File: config.mk
export PLATFORM = sky130hd
export DESIGN_NAME = spi_master
export DESIGN_NICKNAME = d
export VERILOG_FILES = /design/src/rtl/spi_pkg.sv /design/src/rtl/spi_sclk_gen.sv /design/src/rtl/spi_master.sv
export SDC_FILE = /design/constraint.sdc
export NUM_CORES = 1
export LEC_CHECK = 0
export CAP_MARGIN = 5
export CORE_MARGIN = 10
export CORE_UTILIZATION = 48
export DETAILED_ROUTE_END_ITERATION = 6
export GPL_ROUTABILITY_DRIVEN = 1
export PLACE_DENSITY = 0.8
export REMOVE_ABC_BUFFERS = 1
export SLEW_MARGIN = 20
export SYNTH_ARGS = -nofsm -noshare
export SYNTH_HDL_FRONTEND = slang
export SYNTH_SLANG_ARGS = --single-unit
export TNS_END_PERCENT = 5
File: constraint.sdc
create_clock -name i_clock -period 2.2 [get_ports i_clock]
set_clock_uncertainty 0.15 [all_clocks]
set_input_delay 0.44 -clock i_clock [delete_from_list [all_inputs] [get_ports i_clock]]
set_output_delay 0.44 -clock i_clock [all_outputs]
set_load 0.01 [all_outputs]
File: src/rtl/spi_pkg.sv
// rtl/spi_pkg.sv - shared state encoding, defaults and sizing helpers for spi_master
// Contents:
//   spi_state_e  : IDLE, CS_SETUP, SHIFT, CS_HOLD, GAP (3-bit encoding)
//   SPI_WORD_W   : default transaction width
//   *_MIN/*_MAX  : legal parameter bounds checked at elaboration
//   cnt_w        : counter width able to hold 0..n-1 (never below 1 bit)
package spi_pkg;

  typedef enum logic [2:0] {
    IDLE     = 3'd0,
    CS_SETUP = 3'd1,
    SHIFT    = 3'd2,
    CS_HOLD  = 3'd3,
    GAP      = 3'd4
  } spi_state_e;

  localparam int SPI_WORD_W     = 32;
  localparam int SPI_WORD_W_MIN = 8;
  localparam int SPI_WORD_W_MAX = 32;
  localparam int CLK_DIV_MIN    = 1;
  localparam int CS_IDLE_MIN    = 2;

  function automatic int cnt_w(input int n);
    return (n <= 2) ? 1 : $clog2(n);
  endfunction

  function automatic int max_int(input int a, input int b);
    return (a > b) ? a : b;
  endfunction

endpackage

File: src/rtl/spi_sclk_gen.sv
// rtl/spi_sclk_gen.sv - SCLK divider producing rise/fall strobes and the registered SPI clock
// Ports:
//   clk, rst   : system clock, asynchronous active-high reset
//   en         : high only while the master is in SHIFT; low clears divider and sclk
//   rise_tick  : strobe in the cycle whose closing edge raises sclk
//   fall_tick  : strobe in the cycle whose closing edge lowers sclk
//   sclk       : registered SPI clock, idles low
module spi_sclk_gen
  import spi_pkg::*;
#(
  parameter int CLK_DIV = 4
) (
  input  logic clk,
  input  logic rst,
  input  logic en,
  output logic rise_tick,
  output logic fall_tick,
  output logic sclk
);

  localparam int DIV_W = cnt_w(CLK_DIV);

  logic [DIV_W-1:0] div_cnt;
  logic             tick;

  // Strobes lead the sclk register so the master can act on the same edge
  // that moves sclk.
  assign tick      = en && (div_cnt == DIV_W'(CLK_DIV - 1));
  assign rise_tick = tick && !sclk;
  assign fall_tick = tick && sclk;

  always_ff @(posedge clk or posedge rst) begin
    if (rst) begin
      div_cnt <= '0;
      sclk    <= 1'b0;
    end else if (!en) begin
      div_cnt <= '0;
      sclk    <= 1'b0;
    end else if (tick) begin
      div_cnt <= '0;
      sclk    <= ~sclk;
    end else begin
      div_cnt <= div_cnt + 1'b1;
    end
  end

endmodule

File: src/rtl/spi_master.sv
// rtl/spi_master.sv - mode-0 SPI master with enable/done/busy handshake for the codec control port
// Optional feature macro: SPI_MASTER_READBACK_EN (MISO capture into o_rx_data; else o_rx_data=0)
// Ports:
//   i_clock, i_reset : system clock, asynchronous active-high reset
//   i_enable, i_data : transaction request (level, sampled in IDLE) and word captured at launch
//   o_done           : one-cycle pulse at transaction end
//   o_busy           : high from launch through the end of the inter-transaction gap
//   o_rx_data        : last word shifted in from MISO
//   o_sclk, o_mosi, o_cs_n, i_miso : SPI bus (CCLK, CDATA, CLATCH, COUT)
module spi_master
  import spi_pkg::*;
#(
  parameter int SPI_DATA_WIDTH = SPI_WORD_W,
  parameter int CLK_DIV        = 4,
  parameter int CS_IDLE_CYCLES = 4
) (
  input  logic                      i_clock,
  input  logic                      i_reset,
  input  logic                      i_enable,
  input  logic [SPI_DATA_WIDTH-1:0] i_data,
  output logic                      o_done,
  output logic                      o_busy,
  output logic [SPI_DATA_WIDTH-1:0] o_rx_data,
  output logic                      o_sclk,
  output logic                      o_mosi,
  output logic                      o_cs_n,
  input  logic                      i_miso
);

  localparam int W     = SPI_DATA_WIDTH;
  localparam int BIT_W = cnt_w(W);
  localparam int PH_W  = cnt_w(max_int(CLK_DIV, CS_IDLE_CYCLES + 1));

  generate
    if (CLK_DIV < CLK_DIV_MIN) begin : g_bad_clk_div
      $error("spi_master: CLK_DIV below minimum");
    end
    if (CS_IDLE_CYCLES < CS_IDLE_MIN) begin : g_bad_cs_idle
      $error("spi_master: CS_IDLE_CYCLES below minimum");
    end
    if (W < SPI_WORD_W_MIN || W > SPI_WORD_W_MAX) begin : g_bad_width
      $error("spi_master: SPI_DATA_WIDTH out of range");
    end
  endgenerate

  spi_state_e       state;
  logic [PH_W-1:0]  ph_cnt;
  logic [BIT_W-1:0] bit_cnt;
  // The MSB goes straight to o_mosi at launch, so only the remaining bits are kept.
  logic [W-2:0]     tx_sr;

  logic shift_en;
  logic rise_tick;
  logic fall_tick;
  logic phase_end;
  logic hold_end;
  logic last_fall;

  assign shift_en  = (state == SHIFT);
  assign phase_end = (ph_cnt == PH_W'(CLK_DIV - 1));
  assign hold_end  = (state == CS_HOLD) && phase_end;
  assign last_fall = fall_tick && (bit_cnt == BIT_W'(W - 1));

  spi_sclk_gen #(
    .CLK_DIV(CLK_DIV)
  ) u_sclk_gen (
    .clk      (i_clock),
    .rst      (i_reset),
    .en       (shift_en),
    .rise_tick(rise_tick),
    .fall_tick(fall_tick),
    .sclk     (o_sclk)
  );

  always_ff @(posedge i_clock or posedge i_reset) begin
    if (i_reset) begin
      state   <= IDLE;
      ph_cnt  <= '0;
      bit_cnt <= '0;
      tx_sr   <= '0;
      o_cs_n  <= 1'b1;
      o_mosi  <= 1'b0;
      o_busy  <= 1'b0;
      o_done  <= 1'b0;
    end else begin
      o_done <= 1'b0;
      case (state)
        IDLE: begin
          if (i_enable) begin
            tx_sr  <= i_data[W-2:0];
            o_mosi <= i_data[W-1];
            o_cs_n <= 1'b0;
            o_busy <= 1'b1;
            ph_cnt <= '0;
            state  <= CS_SETUP;
          end
        end
        CS_SETUP: begin
          if (phase_end) begin
            ph_cnt  <= '0;
            bit_cnt <= '0;
            state   <= SHIFT;
          end else begin
            ph_cnt <= ph_cnt + 1'b1;
          end
        end
        SHIFT: begin
          // bit_cnt counts falling edges; the last one ends the frame
          // without presenting a further bit, so o_mosi keeps the LSB.
          if (fall_tick) begin
            if (last_fall) begin
              bit_cnt <= '0;
              ph_cnt  <= '0;
              state   <= CS_HOLD;
            end else begin
              bit_cnt <= bit_cnt + 1'b1;
              o_mosi  <= tx_sr[W-2];
              tx_sr   <= {tx_sr[W-3:0], 1'b0};
            end
          end
        end
        CS_HOLD: begin
          if (hold_end) begin
            o_cs_n <= 1'b1;
            o_done <= 1'b1;
            ph_cnt <= '0;
            state  <= GAP;
          end else begin
            ph_cnt <= ph_cnt + 1'b1;
          end
        end
        GAP: begin
          // The done cycle plus CS_IDLE_CYCLES more: covers the sequencer
          // dropping i_enable a cycle after it sees o_done.
          if (ph_cnt == PH_W'(CS_IDLE_CYCLES)) begin
            ph_cnt <= '0;
            o_busy <= 1'b0;
            state  <= IDLE;
          end else begin
            ph_cnt <= ph_cnt + 1'b1;
          end
        end
        default: begin
          state <= IDLE;
        end
      endcase
    end
  end

`ifdef SPI_MASTER_READBACK_EN
  logic [W-1:0] rx_sr;

  always_ff @(posedge i_clock or posedge i_reset) begin
    if (i_reset) begin
      rx_sr     <= '0;
      o_rx_data <= '0;
    end else begin
      if (rise_tick) begin
        rx_sr <= {rx_sr[W-2:0], i_miso};
      end
      if (hold_end) begin
        o_rx_data <= rx_sr;
      end
    end
  end
`else
  logic unused_rx;
  assign unused_rx = ^{i_miso, rise_tick};
  assign o_rx_data = '0;
`endif

endmodule

==> flow_summary.json <==
{
  "combPwrFrac": 0.070,
  "total_power_mw": 1.61,
  "post-route-util": 0.575,
  "hold_violations": 0,
  "cts_setup_buffers": 0,
  "insertion_delay_ns": 0.31,
  "crit_type": "register to register",
  "hold_path_class": "register to register",
  "leakage_nw": 1.64,
  "fin_area_mm2": 0.00313,
  "dpl.cell_count": 373,
  "synth_commonest_cells": "dfrtp_1 (48), nand2_1 (43), buf_4 (33)",
  "grt_pass1_wl_mm": 8.32,
  "p_sw_uw": 359,
  "num-nets-final": 351,
  "drv_slew": 0,
  "dr.pass1.iters": 4,
  "syn2layout_area_growth_pct": 17.3,
  "irDropWorstVdd_mv": 0.402,
  "grt_usage": 0.115,
  "cts_tree": "yes",
  "yosysSeqAreaShare": 0.460,
  "grt_max_degree": 50,
  "clk_pin_slew_ns": 0.09,
  "fp.dieW_um": 94.5,
  "syn_area_per_cell_um2": 9.80,
  "place_ws_ns": 0.142,
  "whs_path_depth": 1,
  "place_area_mm2": 0.00302,
  "clock.fmax_mhz": 486,
  "cts.sinks": 49,
  "drc_errors": 0,
  "drt-wirelength-per-cell_um": 13.6,
  "min_period_ns": 2.06,
  "final-instance-count-excl-fill": 381,
  "internal_power_mw": 1.25,
  "pwr-share-clk": 0.370,
  "antenna_found_initial": 0,
  "async_reset_ff_frac": 1.00,
  "swShare": 0.223,
  "finalSetupViolCount": 0,
  "htree_levels": 2,
  "synth_cells": 272,
  "status": "finished clean",
  "reg2reg_depth": 7,
  "globalplace.congestion": 0.773,
  "worst_slack_ns": 0.141,
  "fill_cells": 501,
  "chipHeight_um": 94.5,
  "postRouteAntennaNets": 0,
  "post_drt_via_cell_ratio": 4.83,
  "synth.distinct_cells": 40,
  "yosys_most_used_dff": "dfrtp_1",
  "dieArea_mm2": 0.00894,
  "synth_top_area_frac": 0.450,
  "antenna_cells": 0,
  "grt_setup_unrepaired": "false",
  "fp-row-count": 27,
  "hold_buffers": 0,
  "post-dp-hpwl_mm": 3.89,
  "ioPinCount": 73,
  "cp.required_ns": 2.24,
  "setup_tns_ns": 0,
  "synth_area_mm2": 0.00267,
  "worst-endpoint-arrival_ns": 2.10,
  "drive_gt1_frac": 0.0647,
  "seqPwrFrac": 0.560,
  "start_util": 0.490,
  "gr-total-overflow": 0,
  "period_share": 0.936,
  "io_buffers": 39,
  "power_density_mw_per_mm2": 514,
  "max_cap_violations": 0,
  "grt_pass1_vias": 1844,
  "yosys.cell_count.top_type": "dfrtp_1",
  "cts_made_buffers": 5,
  "ys_ff_latch": 49,
  "cts-root-buf": "clkbuf_8",
  "via_count": 1839,
  "cts_resized": 0,
  "core_area_mm2": 0.00544,
  "rrSetupSlack_ns": 0.14,
  "synth_area_leaders": "dfrtp_1 (45%), mux2i_1 (12%), buf_4 (9.3%), nand2_1 (6.1%), o21ai_0 (5.4%)",
  "clk_path_buf_depth": 2,
  "startpoint_type": "register",
  "hold-worst-slack_ns": 0.288,
  "routed_wl_mm": 5.20,
  "end_kind": "register",
  "crit_path_max_fanout": 4,
  "drt_iter0_markers": 118,
  "yosysTopAreaCell": "dfrtp_1",
  "synth_warnings": 0,
  "synth-edff-count": 0
}
==> cells in the final DEF, fill, tap and decap left out, types with 2 or more instances in the layout <==
| master | n |
|---|---|
| o21a_1 | 2 |
| nor3_1 | 2 |
| o21ai_0 | 29 |
| nand2_1 | 43 |
| buf_12 | 3 |
| and3_1 | 4 |
| nand3_1 | 4 |
| inv_1 | 5 |
| o21ai_1 | 6 |
| ha_1 | 7 |
| conb_1 | 32 |
| nand2b_1 | 2 |
| clkbuf_8 | 7 |
| clkdlybuf4s50_1 | 39 |
| nor2_1 | 10 |
| a21oi_1 | 8 |
| mux2i_1 | 31 |
| and2_1 | 2 |
| a21o_1 | 2 |
| nor2b_1 | 2 |
| dfrtp_1 | 47 |
==> sequential cells by signal, indices dropped and copies added (netlist names) <==
signal and cells:
state 3, o_cs_n 1, o_busy 1, bit_cnt 5
o_done 1, o_mosi 1, ph_cnt 3, u_sclk_gen.div_cnt 2
u_sclk_gen.sclk 1, tx_sr 31
==> routing by layer <==
layer / wire length (um) / track usage / up-vias
li1: - / - / 933
met1: 2260 / 0.136 / 851
met2: 2570 / 0.195 / 46
met3: 268 / 0.0270 / 9
met4: 95 / 0.0524 / 0
met5: 0 / 0 / -
==> cell type report <==
type                    count  area, um^2  share of cell area
repair buffers             43         458               0.146
clock inverters             1        8.76             0.00280
multi-input cells         203        1220               0.391
well taps                  72        90.1              0.0288
inverters                   6        22.5             0.00720
flip-flops and latches     49        1230               0.393
clock buffers               7        96.3              0.0308
==> logic make-up after synthesis <==
logic type,after synthesis,share of synthesized area
XOR/XNOR,1,0.00329
multiplexers,31,0.116
AO/OA/AOI/OAI,55,0.118
other,1,0.00141
flip-flops,49,0.460
adder cells (fa/ha/maj),7,0.0328
buffers and inverters,51,0.127
AND/OR/NAND/NOR,77,0.141
==> worst paths after layout <==
check / from / to
max reg2reg: bit_cnt[0] / ph_cnt[2]
max in group asynchronous: i_reset / o_cs_n
min: u_sclk_gen.div_cnt[0] / u_sclk_gen.div_cnt[0]
min reg2reg: u_sclk_gen.div_cnt[0] / u_sclk_gen.div_cnt[0]
min in group asynchronous: i_reset / bit_cnt[0]
max: bit_cnt[0] / ph_cnt[2]
==> power by group through the flow <==
stage / sequential (mW) / combinational, mW / clock [mW]
after floorplan: 0.918 / 0.0393 / 0
after global placement: 0.918 / 0.112 / 0
after detailed placement: 0.918 / 0.112 / 0
after CTS: 0.900 / 0.112 / 0.616
after global routing: 0.900 / 0.125 / 0.652
final: 0.900 / 0.113 / 0.595
==> worst max-delay path, cell delays in order, from the launching register on <==
cell	delay [ns]
dfrtp_1	0.39
ha_1	0.19
and3_1	0.17
ha_1	0.16
nand3_1	0.10
a221o_1	0.43
a31o_1	0.20
a2bb2oi_1	0.14
(Power assumes the default switching activity.)
